## src/rtl/prefetch_queue_if.sv

```systemverilog
// Decoder/memory-facing signal bundle of the instruction prefetch queue.
// master = the queue itself, slave = memory port plus decoder.
interface prefetch_queue_if;
    logic        flush;
    logic [15:0] flush_adr;
    logic        mem_req;
    logic [15:0] mem_adr;
    logic        mem_ack;
    logic [15:0] mem_din;
    logic        nxi;
    logic [31:0] cmd;
    logic        rqi;
    logic [15:0] cur_ip;

    modport master (
        input  flush, flush_adr, mem_ack, mem_din, rqi,
        output mem_req, mem_adr, nxi, cmd, cur_ip
    );

    modport slave (
        output flush, flush_adr, mem_ack, mem_din, rqi,
        input  mem_req, mem_adr, nxi, cmd, cur_ip
    );
endinterface

```

## src/rtl/prefetch_queue.sv

```systemverilog
// 8-byte instruction prefetch queue fetching 16-bit words, presenting a 32-bit head window.
// Optional macro PQ_LENDEC_EN enables the 2/4-byte length decoder; otherwise length is fixed at 4.
module prefetch_queue #(
    parameter logic [15:0] RESET_IP = 16'h0000
) (
    input  logic             clk,
    input  logic             rst_n,
    prefetch_queue_if.master pq
);

    typedef enum logic [1:0] {
        IDLE  = 2'd0,
        BUSY  = 2'd1,
        STALE = 2'd2
    } state_t;

    state_t      state_r;
    logic [7:0]  bytes_r [0:7];
    logic [2:0]  head_r;
    logic [2:0]  tail_r;
    logic [3:0]  count_r;
    logic [15:0] fetch_adr_r;
    logic        skip_r;
    logic [15:0] cur_ip_r;
    logic        mem_req_r;
    logic [15:0] mem_adr_r;

    logic [3:0]  len_s;
    logic        nxi_s;
    logic        consume_s;
    logic        accept_s;
    logic [3:0]  push_s;
    logic [3:0]  pop_s;

`ifdef PQ_LENDEC_EN
    // Length decode from the head opcode's upper nibble
    always_comb begin
        if (bytes_r[head_r][7:4] >= 4'hC) begin
            len_s = 4'd2;
        end else begin
            len_s = 4'd4;
        end
    end
`else
    assign len_s = 4'd4;
`endif

    assign nxi_s     = (count_r >= len_s);
    assign consume_s = pq.rqi && nxi_s && !pq.flush;
    assign accept_s  = (state_r == BUSY) && pq.mem_ack && !pq.flush;

    // Number of bytes entering and leaving the queue this cycle
    always_comb begin
        push_s = 4'd0;
        pop_s  = 4'd0;
        if (accept_s) begin
            if (skip_r) begin
                push_s = 4'd1;
            end else begin
                push_s = 4'd2;
            end
        end else begin
            push_s = 4'd0;
        end
        if (consume_s) begin
            pop_s = len_s;
        end else begin
            pop_s = 4'd0;
        end
    end

    // Byte storage; an odd restart address drops the high byte of the first word
    always_ff @(posedge clk) begin
        if (accept_s) begin
            if (skip_r) begin
                bytes_r[tail_r] <= pq.mem_din[7:0];
            end else begin
                bytes_r[tail_r]        <= pq.mem_din[15:8];
                bytes_r[tail_r + 3'd1] <= pq.mem_din[7:0];
            end
        end
    end

    // Queue pointers, instruction pointer and fetch FSM
    always_ff @(posedge clk or negedge rst_n) begin
        if (!rst_n) begin
            state_r     <= IDLE;
            head_r      <= 3'd0;
            tail_r      <= 3'd0;
            count_r     <= 4'd0;
            fetch_adr_r <= RESET_IP;
            skip_r      <= 1'b0;
            cur_ip_r    <= RESET_IP;
            mem_req_r   <= 1'b0;
            mem_adr_r   <= RESET_IP;
        end else if (pq.flush) begin
            head_r      <= 3'd0;
            tail_r      <= 3'd0;
            count_r     <= 4'd0;
            cur_ip_r    <= pq.flush_adr;
            fetch_adr_r <= {pq.flush_adr[15:1], 1'b0};
            skip_r      <= pq.flush_adr[0];
            // An in-flight request must still be completed by memory, its data is dropped
            case (state_r)
                IDLE: begin
                    state_r   <= IDLE;
                    mem_req_r <= 1'b0;
                end
                BUSY, STALE: begin
                    if (pq.mem_ack) begin
                        state_r   <= IDLE;
                        mem_req_r <= 1'b0;
                    end else begin
                        state_r   <= STALE;
                    end
                end
                default: begin
                    state_r   <= IDLE;
                    mem_req_r <= 1'b0;
                end
            endcase
        end else begin
            count_r <= count_r + push_s - pop_s;
            if (consume_s) begin
                head_r   <= head_r + len_s[2:0];
                cur_ip_r <= cur_ip_r + {12'd0, len_s};
            end
            if (accept_s) begin
                tail_r      <= tail_r + push_s[2:0];
                skip_r      <= 1'b0;
                fetch_adr_r <= fetch_adr_r + 16'd2;
            end
            case (state_r)
                IDLE: begin
                    if (count_r <= 4'd6) begin
                        mem_req_r <= 1'b1;
                        mem_adr_r <= fetch_adr_r;
                        state_r   <= BUSY;
                    end else begin
                        mem_req_r <= 1'b0;
                    end
                end
                BUSY, STALE: begin
                    if (pq.mem_ack) begin
                        mem_req_r <= 1'b0;
                        state_r   <= IDLE;
                    end
                end
                default: begin
                    mem_req_r <= 1'b0;
                    state_r   <= IDLE;
                end
            endcase
        end
    end

    assign pq.mem_req = mem_req_r;
    assign pq.mem_adr = mem_adr_r;
    assign pq.cur_ip  = cur_ip_r;
    assign pq.nxi     = nxi_s;
    assign pq.cmd     = {bytes_r[head_r], bytes_r[head_r + 3'd1],
                         bytes_r[head_r + 3'd2], bytes_r[head_r + 3'd3]};

endmodule

```

## src/flat_wrapper.sv

```systemverilog
// flat-port wrapper written by rule: the top's interface ports become plain ports
module prefetch_queue_flat 
#(
    parameter logic [15:0] RESET_IP = 16'h0000
)
  (clk, rst_n, pq_flush, pq_flush_adr, pq_mem_ack, pq_mem_din, pq_rqi, pq_mem_req, pq_mem_adr, pq_nxi, pq_cmd, pq_cur_ip);
  prefetch_queue_if pq_i ();
  input  logic clk;
  input  logic rst_n;
  input wire logic [$bits(pq_i.flush)-1:0] pq_flush;
  input wire logic [$bits(pq_i.flush_adr)-1:0] pq_flush_adr;
  input wire logic [$bits(pq_i.mem_ack)-1:0] pq_mem_ack;
  input wire logic [$bits(pq_i.mem_din)-1:0] pq_mem_din;
  input wire logic [$bits(pq_i.rqi)-1:0] pq_rqi;
  output wire logic [$bits(pq_i.mem_req)-1:0] pq_mem_req;
  output wire logic [$bits(pq_i.mem_adr)-1:0] pq_mem_adr;
  output wire logic [$bits(pq_i.nxi)-1:0] pq_nxi;
  output wire logic [$bits(pq_i.cmd)-1:0] pq_cmd;
  output wire logic [$bits(pq_i.cur_ip)-1:0] pq_cur_ip;
  assign pq_i.flush = pq_flush;
  assign pq_i.flush_adr = pq_flush_adr;
  assign pq_i.mem_ack = pq_mem_ack;
  assign pq_i.mem_din = pq_mem_din;
  assign pq_i.rqi = pq_rqi;
  assign pq_mem_req = pq_i.mem_req;
  assign pq_mem_adr = pq_i.mem_adr;
  assign pq_nxi = pq_i.nxi;
  assign pq_cmd = pq_i.cmd;
  assign pq_cur_ip = pq_i.cur_ip;
  prefetch_queue #(.RESET_IP(RESET_IP)) u_core (.clk(clk), .rst_n(rst_n), .pq(pq_i));
endmodule
```

## config.mk

```make
export PLATFORM = sky130hd
export DESIGN_NAME = prefetch_queue_flat
export DESIGN_NICKNAME = d
export VERILOG_FILES = /design/src/rtl/prefetch_queue_if.sv /design/src/rtl/prefetch_queue.sv /design/src/flat_wrapper.sv
export SDC_FILE = /design/constraint.sdc
export NUM_CORES = 1
export LEC_CHECK = 0
export CAP_MARGIN = 5
export CORE_MARGIN = 2
export CORE_UTILIZATION = 45
export CTS_BUF_LIST = sky130_fd_sc_hd__clkbuf_4
export CTS_CLUSTER_SIZE = 16
export DETAILED_ROUTE_END_ITERATION = 12
export GPL_TIMING_DRIVEN = 0
export PLACE_DENSITY = 0.73
export SYNTH_ARGS = -nofsm -noshare
export SYNTH_HDL_FRONTEND = slang
export SYNTH_SLANG_ARGS = --single-unit
```

## constraint.sdc

```tcl
create_clock -name clk -period 2.9 [get_ports clk]
set_clock_uncertainty 0.2 [all_clocks]
set_input_delay 0.58 -clock clk [delete_from_list [all_inputs] [get_ports clk]]
set_output_delay 0.58 -clock clk [all_outputs]
set_load 0.05 [all_outputs]
```

==> flow_summary.toml, run 1 <==
[status]
status = "complete, no violations"

[grt]
gr-usage-met1_pct = 28.9
overflow = 0
grt.busiest_layer = "met2"
grt_max_degree = 32
grt_pass1_wl_um = 24600
grtUsageMet3_pct = 5.83
gr-usage-all-layers_pct = 22.0
antenna_found_initial = 0
grt_pass1_vias = 4752
use_met2_pct = 34.8

[sta]
setup_viol = 0
period_share_pct = 97.6
max_slew_margin_pct = 34.5
finalSetupTns_ps = 0
worstMarginPinSlew_ps = 956
rsz0062_at_grt = "true"
hold_violations = 0
slew_viol_final = 0
max_freq_mhz = 353
finalCriticalPeriod_ps = 2830

[routing]
drcViolationCount = 0
drt_iter0_drc = 564
vias = 4790
wl_um = 15500
vias_per_cell = 5.66
post_drt_wl_per_cell_um = 18.3
first_pass_iters = 5
detail-route-antenna-nets = 0

[cells_and_area]
n_antenna_cell = 0
area_growth_syn_to_layout_pct = 23.7
drive_above_1_share_pct = 23.4
fillers = 1109
nNetsFinal = 707
instances_no_fill = 846

[setup_path]
r2r_cells = 8
end_kind = "output port"
rrSetupSlack_ps = 70
cp-start-kind = "flop"
crit_required_ps = 2120
critPathMaxFanout = 10
r2r-start = "u_core.state_r[1]$_DFFE_PN0P_"
r2r-end = "u_core.bytes_r[4][1]$_DFFE_PP_"
worstSetupPathType = "flop to output port"
cp.arrival_ps = 2050

[pwr]
p_int_mw = 3.60
clkPwrFrac_pct = 23.1
power_frac_comb_pct = 39.2
switching_share_pct = 39.9
powerDensity_nw_per_um2 = 787
p_leak_nw = 2.95
peakVddDrop_mv = 0.468
switchingPower_mw = 2.39
p_seq_share_pct = 37.6

[yosys]
yosysMostFrequentCell = "nor2_1"
netlist-cell-type-count = 47
synth-edff-count = 64
synthTopCellsByArea = "edfxtp_1, dfrtp_1, mux2_2"
synth_ff_type = "edfxtp_1"
yosys_warnings = 0
async_reset_ff_share_pct = 47.5
post-synth-top-area-fraction_pct = 31.2
syn_area_um2 = 6160
synth_common_cells = "nor2_1, a21oi_1, edfxtp_1"
ys_seq_area_share_pct = 54.8
synth_fp_nets = 597
syn-instance-count = 547
synth_top_cell_by_area = "edfxtp_1"
yosys_register_bits = 122
syn_area_per_cell_um2 = 11.3

[clocking]
h-tree-depth = 4
clkTransAtPathRegs_ps = 130
cts_tree = "done"
clockBufferDepth = 2
clkSinkCount = 122
clock-root-buffer = "clkbuf_4"
cts_setup_buffers = 0
numCtsBuffers = 17
clk_latency_ps = 550

[floorplan]
dieArea_um2 = 14600
fp.dieW_um = 121
initial_core_util_pct = 46.3
core_area_um2 = 13300
die_y_um = 121
io_pins = 103
rows = 42

[hold_path]
hold_depth = 3
hp-class = "input pin to flop"
hold_end = "u_core.tail_r[0]$_DFFE_PN0N_"
min_from = "pq_mem_ack"

[job]
maxCapViolations = 0

[placed_design]
gp_congestion = 0.824
dp_hpwl_um = 10800
port_buffers = 92
dp.cells = 816
worst max-delay path by stage:
| stage | slack (ps) | end | start |
|---|---|---|---|
| 2_1_floorplan | 230 | u_core.bytes_r[5][0]$_DFFE_PP_ | u_core.state_r[1]$_DFFE_PN0P_ |
| 4_1_cts | 5 | pq_cmd[4] | u_core.head_r[2]$_DFFE_PN0N_ |
| 3_5_place_dp | -840 | u_core.bytes_r[1][1]$_DFFE_PP_ | pq_flush |
| 5_1_grt | -20 | u_core.tail_r[2]$_DFFE_PN0N_ | u_core.state_r[1]$_DFFE_PN0P_ |
| 3_3_place_gp | -810 | u_core.bytes_r[1][5]$_DFFE_PP_ | pq_flush |
| 6_report | 70 | pq_cmd[8] | u_core.head_r[2]$_DFFE_PN0N_ |
power groups by stage:
stage                     clock, mW  sequential (mW)  combinational (mW)
final                          1.38             2.26                2.35
after detailed placement          0             2.27                2.41
after global placement            0             2.26                2.37
after global routing           1.48             2.28                2.48
after CTS                      1.41             2.25                2.36
after floorplan                   0             2.72                1.16
worst max-delay path, stage by stage (launching register included):
cell and delay, ps:
dfrtp_2 460, clkbuf_4 280, mux2_2 350, dlygate4sd2_1 420
final cells by class:
cell class	instances	area [um^2]	area share, %
clock buffers	18	135	1.77
inverters	14	52.6	0.690
well taps	176	220	2.89
flip-flops and latches	122	3370	44.3
clock inverters	14	191	2.51
plain buffers	34	188	2.46
multi-input cells	374	2610	34.3
repair buffers	94	842	11.1
cells in the final DEF, fill, tap and decap left out, types with 12 or more instances in the layout:
cell              n
xor2_1           13
mux2_2           60
clkbuf_1         13
xnor2_1          13
nor2_1           78
clkbuf_2         20
inv_1            13
dlygate4sd2_1    13
dfrtp_1          57
nand2_1          19
edfxtp_1         64
nand3_1          12
clkbuf_4         20
a21oi_1          65
clkdlybuf4s50_1  59
ha_1             12
flip-flops by register name, indices dropped and copies added, names as in the netlist:
signal	cells
u_core.head_r	1
u_core.pq.mem_req	1
u_core.skip_r	1
u_core.tail_r	3
u_core.pq.cur_ip	16
u_core.state_r	2
u_core.count_r	4
u_core.pq.mem_adr	15
u_core.fetch_adr_r	15
u_core.bytes_r	64
through the flow:
step                hold slack (ps)  util (%)  setup WS (ps)  power, mW  instance area (um^2)
global route                    142      57.3          -24.2       6.24                  7620
CTS                             113      57.5           5.23       6.02                  7640
detailed placement              288      55.0           -845       4.68                  7310
global placement                268      54.9           -812       4.63                  7300
finish                          142      57.3           70.1       5.99                  7620
floorplan                      84.4         -            232       3.88                  6160
kinds of logic after synthesis:
kind of cell	count (synthesis)	synth area share, %
compound gates	109	10.3
xor+xnor	26	3.70
fa+ha+maj	13	2.76
buf+inv	51	3.76
flops	122	54.8
mux	70	12.6
other cells	1	0.0609
simple gates	155	12.0
per-layer routing:
| layer | up-vias | routed length, um |
|---|---|---|
| li1 | 2193 | - |
| met1 | 2311 | 6450 |
| met2 | 257 | 7360 |
| met3 | 29 | 1360 |
| met4 | 0 | 295 |
| met5 | - | 0 |
timing repair:
item	in CTS	in global routing
endpoints found under the setup margin	98	85
cloned	0	0
gates resized for setup	49	51
hold buffers	1	0
endpoints found under the hold margin	30	0
pin swaps	0	1
(Power assumes the default switching activity.)
==> run 2, diff against run 1 <==
--- a/config.mk
+++ b/config.mk
@@ -13,6 +13,7 @@
 export DETAILED_ROUTE_END_ITERATION = 12
 export GPL_TIMING_DRIVEN = 0
 export PLACE_DENSITY = 0.73
+export SKIP_LAST_GASP = 1
 export SYNTH_ARGS = -nofsm -noshare
 export SYNTH_HDL_FRONTEND = slang
 export SYNTH_SLANG_ARGS = --single-unit
==> flow_summary.toml, run 2 (synthesis gave the netlist of run 1 again) <==
[sta]
finalCriticalPeriod_ps = 2820
worstMarginPinSlew_ps = 916
setup_viol = 0
period_share_pct = 97.4
max_slew_margin_pct = 37.2
finalSetupTns_ps = 0
slew_viol_final = 0
rsz0062_at_grt = "true"
hold_violations = 0
max_freq_mhz = 354

[placed_design]
dp_hpwl_um = 10800
gp_congestion = 0.824
port_buffers = 92
place_area_um2 = 7310
dp.cells = 816

[pwr]
powerDensity_nw_per_um2 = 785
p_leak_nw = 2.95
peakVddDrop_mv = 0.468
finalPower_mw = 5.99

[routing]
detail-route-antenna-nets = 0
vias_per_cell = 5.63
drcViolationCount = 0
vias = 4774
post_drt_wl_per_cell_um = 18.2
wl_um = 15500
drt_iter0_drc = 555
first_pass_iters = 5

[setup_path]
crit_slowest_cell = "dfrtp_2"
worstSetupPathType = "flop to output port"
critical_path.top_delay_family = "buffers and inverters"
end_kind = "output port"
path_cells = "clkbuf_4 > mux2_2 > dlygate4sd2_1"
crit_required_ps = 2120
max_stage_delay_ps = 460
critPathMaxFanout = 10
cp.arrival_ps = 2040
cp-start-kind = "flop"
worst-path-buf-inv = 2

[floorplan]
io_pins = 103
core_area_um2 = 13300
fp.dieW_um = 121
initial_core_util_pct = 46.3
rows = 42
die_y_um = 121
dieArea_um2 = 14600

[cells_and_area]
area_growth_syn_to_layout_pct = 24.0
fin_area_um2 = 7630
drive_above_1_share_pct = 23.8
n_antenna_cell = 0
instances_no_fill = 848
fillers = 1107
layout_commonest_cell = "nor2_1"
final_cell_mix = "nor2_1, a21oi_1, edfxtp_1"
largest_reg_flops = 64
postLayoutCoreUtil_pct = 57.4
largest-register = "u_core.bytes_r"
nNetsFinal = 709

[clocking]
clockBufferDepth = 2
h-tree-depth = 4
numCtsBuffers = 17
clkTransAtPathRegs_ps = 120
clock-root-buffer = "clkbuf_4"
clk_latency_ps = 540
cts_tree = "done"
clkSinkCount = 122

[status]
status = "complete, no violations"

[grt]
grt_pass1_vias = 4753
grt_pass1_wl_um = 24600
grt_max_degree = 32
antenna_found_initial = 0
gr-usage-all-layers_pct = 22.0
overflow = 0

[job]
maxCapViolations = 0

[hold_path]
hp-class = "input pin to flop"
[run 2: timing repair]
action,in CTS,in global routing
endpoints found under the hold margin,30,0
setup endpoints to repair,98,93
hold buffers,1,0
buffers inserted,0,1
pin swaps,0,1
gates resized for setup,48,54
[run 2: layout make-up]
cell class                 count  area (um^2)  share of cell area (%)
buffer                        35          193                    2.52
clock buffer                  18          135                    1.77
clock inverter                14          191                    2.51
tap                          176          220                    2.89
multi-input combinational    374         2610                    34.2
timing repair buffer          95          850                    11.1
sequential                   122         3370                    44.2
inverter                      14         56.3                   0.738
[run 2: per-stage QoR]
step                hold slack [ps]  setup slack, ps
finish                          151             75.5
global route                    142            -18.4
CTS                             113            -70.4
detailed placement              288             -845
global placement                268             -812
floorplan                      84.4              232
[run 2: worst paths after layout]
check,from,endpoint,slack (ps),cells past startpoint
min in group asynchronous,rst_n,u_core.tail_r[0]$_DFFE_PN0N_,420,2
worst min register to register,u_core.pq.mem_adr[9]$_DFFE_PN0P_,u_core.pq.mem_adr[9]$_DFFE_PN0P_,310,2
max in group asynchronous,rst_n,u_core.pq.mem_adr[10]$_DFFE_PN0P_,1470,3
worst min-delay path,pq_mem_ack,u_core.tail_r[0]$_DFFE_PN0N_,150,3
worst max register to register,u_core.state_r[1]$_DFFE_PN0P_,u_core.bytes_r[1][5]$_DFFE_PP_,100,10
worst max-delay path,u_core.head_r[2]$_DFFE_PN0N_,pq_cmd[8],80,3
[run 2: routing by layer]
metal	part of all wire [%]	track usage [%]	routed length, um
met1	41	29.0	6410
met2	48	34.8	7360
met3	9.1	5.83	1400
met4	2.0	8.72	303
met5	0	0	0
[run 2: power breakdown]
part           internal, mW  leakage [nW]  switching [mW]
registers              2.06          1.27           0.194
clock network         0.700         0.180           0.681
logic                 0.840          1.51            1.51
total                  3.60          2.95            2.39
[run 2: tightest hold or removal path: cells and delay by family]
kind,cells,cell delay (ps)
buffers and inverters,1,150
AO/OA/AOI/OAI,1,60
AND/OR/NAND/NOR,1,80
==> run 3, diff against run 2 <==
--- a/config.mk
+++ b/config.mk
@@ -13,6 +13,7 @@
 export DETAILED_ROUTE_END_ITERATION = 12
 export GPL_TIMING_DRIVEN = 0
 export PLACE_DENSITY = 0.73
+export SETUP_SLACK_MARGIN = 0.3
 export SKIP_LAST_GASP = 1
 export SYNTH_ARGS = -nofsm -noshare
 export SYNTH_HDL_FRONTEND = slang
==> flow_summary.toml, run 3 (synthesis gave the netlist of run 1 again) <==
[status]
status = "complete, no violations"

[clocking]
h-tree-depth = 4
clock-root-buffer = "clkbuf_4"
clockBufferDepth = 2
cts_tree = "done"
clkSinkCount = 122
clk_latency_ps = 550
numCtsBuffers = 17
clkTransAtPathRegs_ps = 120

[pwr]
peakVddDrop_mv = 0.471
p_leak_nw = 3.32
finalPower_mw = 6.34
powerDensity_nw_per_um2 = 770

[cells_and_area]
final_cell_mix = "nor2_1, a21oi_1, edfxtp_1"
drive_above_1_share_pct = 30.4
nNetsFinal = 734
n_antenna_cell = 0
layout_commonest_cell = "nor2_1"
postLayoutCoreUtil_pct = 62.0
largest-register = "u_core.bytes_r"
fin_area_um2 = 8240
largest_reg_flops = 64
area_growth_syn_to_layout_pct = 33.8

[placed_design]
port_buffers = 92
dp_hpwl_um = 10700
gp_congestion = 0.815
place_area_um2 = 7320

[setup_path]
end_kind = "flop"
cp.arrival_ps = 2860
rrSetupSlack_ps = 310
crit_required_ps = 3170
r2r_cells = 8
crit_slowest_cell = "clkdlybuf4s50_1"
max_stage_delay_ps = 490
setup.worst_path.start = "pq_flush"
worst-path-buf-inv = 4
critPathMaxFanout = 10
r2r-end = "u_core.bytes_r[6][0]$_DFFE_PP_"
cp-start-kind = "input pin"
critical_path.top_delay_family = "buffers and inverters"
worstSetupPathType = "input pin to flop"
r2r-start = "u_core.state_r[1]$_DFFE_PN0P_"
path_cells = "clkdlybuf4s50_1 > buf_2 > clkbuf_2 > nor3b_2 > ha_1 > inv_1 > fa_1 > or3_1 > a21oi_1"

[floorplan]
rows = 42
core_area_um2 = 13300
fp.dieW_um = 121
die_y_um = 121
initial_core_util_pct = 46.3
dieArea_um2 = 14600
io_pins = 103

[grt]
overflow = 0
grt_pass1_vias = 4812
grt_pass1_wl_um = 25200
antenna_found_initial = 0
gr-usage-all-layers_pct = 22.6
grt_max_degree = 43

[routing]
detail-route-antenna-nets = 0
wl_um = 16500
vias_per_cell = 5.67
drt_iter0_drc = 499
vias = 4947
drcViolationCount = 0
first_pass_iters = 5
post_drt_wl_per_cell_um = 18.9

[hold_path]
hold_end = "u_core.tail_r[0]$_DFFE_PN0N_"
min_from = "pq_mem_ack"
hp-class = "input pin to flop"
hold_depth = 3

[sta]
finalSetupTns_ps = 0
rsz0062_at_grt = "true"
hold_violations = 0
slew_viol_final = 0
max_freq_mhz = 386
finalCriticalPeriod_ps = 2590
holdWs_ps = 152
max_slew_margin_pct = 50.9
period_share_pct = 89.3
worstMarginPinSlew_ps = 736
setup_viol = 0

[job]
maxCapViolations = 0
[run 3: routing by layer]
| layer | up-vias | global-route usage (%) | share of wire, % |
|---|---|---|---|
| met4 | 0 | 9.74 | 2.7 |
| met5 | - | 0 | 0 |
| met2 | 260 | 35.7 | 50 |
| met3 | 38 | 5.50 | 8.4 |
| met1 | 2400 | 29.7 | 39 |
| li1 | 2249 | - | - |
[run 3: timing repair]
action                                 CTS  global route
cloned                                   0             3
buffers inserted                         9            12
hold buffers                             1             0
setup endpoints to repair              181           156
endpoints found under the hold margin   16             0
gates resized for setup                273            77
pin swaps                                3             1
[run 3: final cells by class]
cell class | instances | area [um^2]
Multi-Input combinational cell | 374 | 2750
Clock buffer | 18 | 135
Timing Repair Buffer | 118 | 1210
Tap cell | 176 | 220
Buffer | 37 | 293
Sequential cell | 122 | 3370
Inverter | 14 | 52.6
Fill cell | 1047 | 5060
Clock inverter | 14 | 194
[run 3: worst reg2reg max path: stages (launching register included)]
cell	delay, ps
dfrtp_1	410
inv_2	70
ha_1	150
buf_6	110
and4bb_1	200
buf_6	110
buf_4	260
mux2i_2	660
a21oi_1	160
[run 3: worst max path at each step]
stage,end,slack [ps],cells past startpoint
after floorplan,u_core.bytes_r[4][0]$_DFFE_PP_,340,9
final,u_core.tail_r[2]$_DFFE_PN0N_,310,9
after global placement,u_core.pq.mem_adr[8]$_DFFE_PN0P_,-730,1
after CTS,u_core.bytes_r[0][0]$_DFFE_PP_,160,6
after global routing,u_core.bytes_r[5][0]$_DFFE_PP_,210,8
after detailed placement,u_core.tail_r[2]$_DFFE_PN0N_,-610,9
[run 3: report_power, final]
part	internal, mW	switching [mW]
sequential	2.06	0.179
combinational	1.10	1.61
clock	0.700	0.695
[run 3: metrics by stage]
stage               worst slack [ps]  cells
floorplan                        341    547
global placement                -727    815
detailed placement              -606    816
CTS                              155    858
global route                     212    873
finish                           311    873
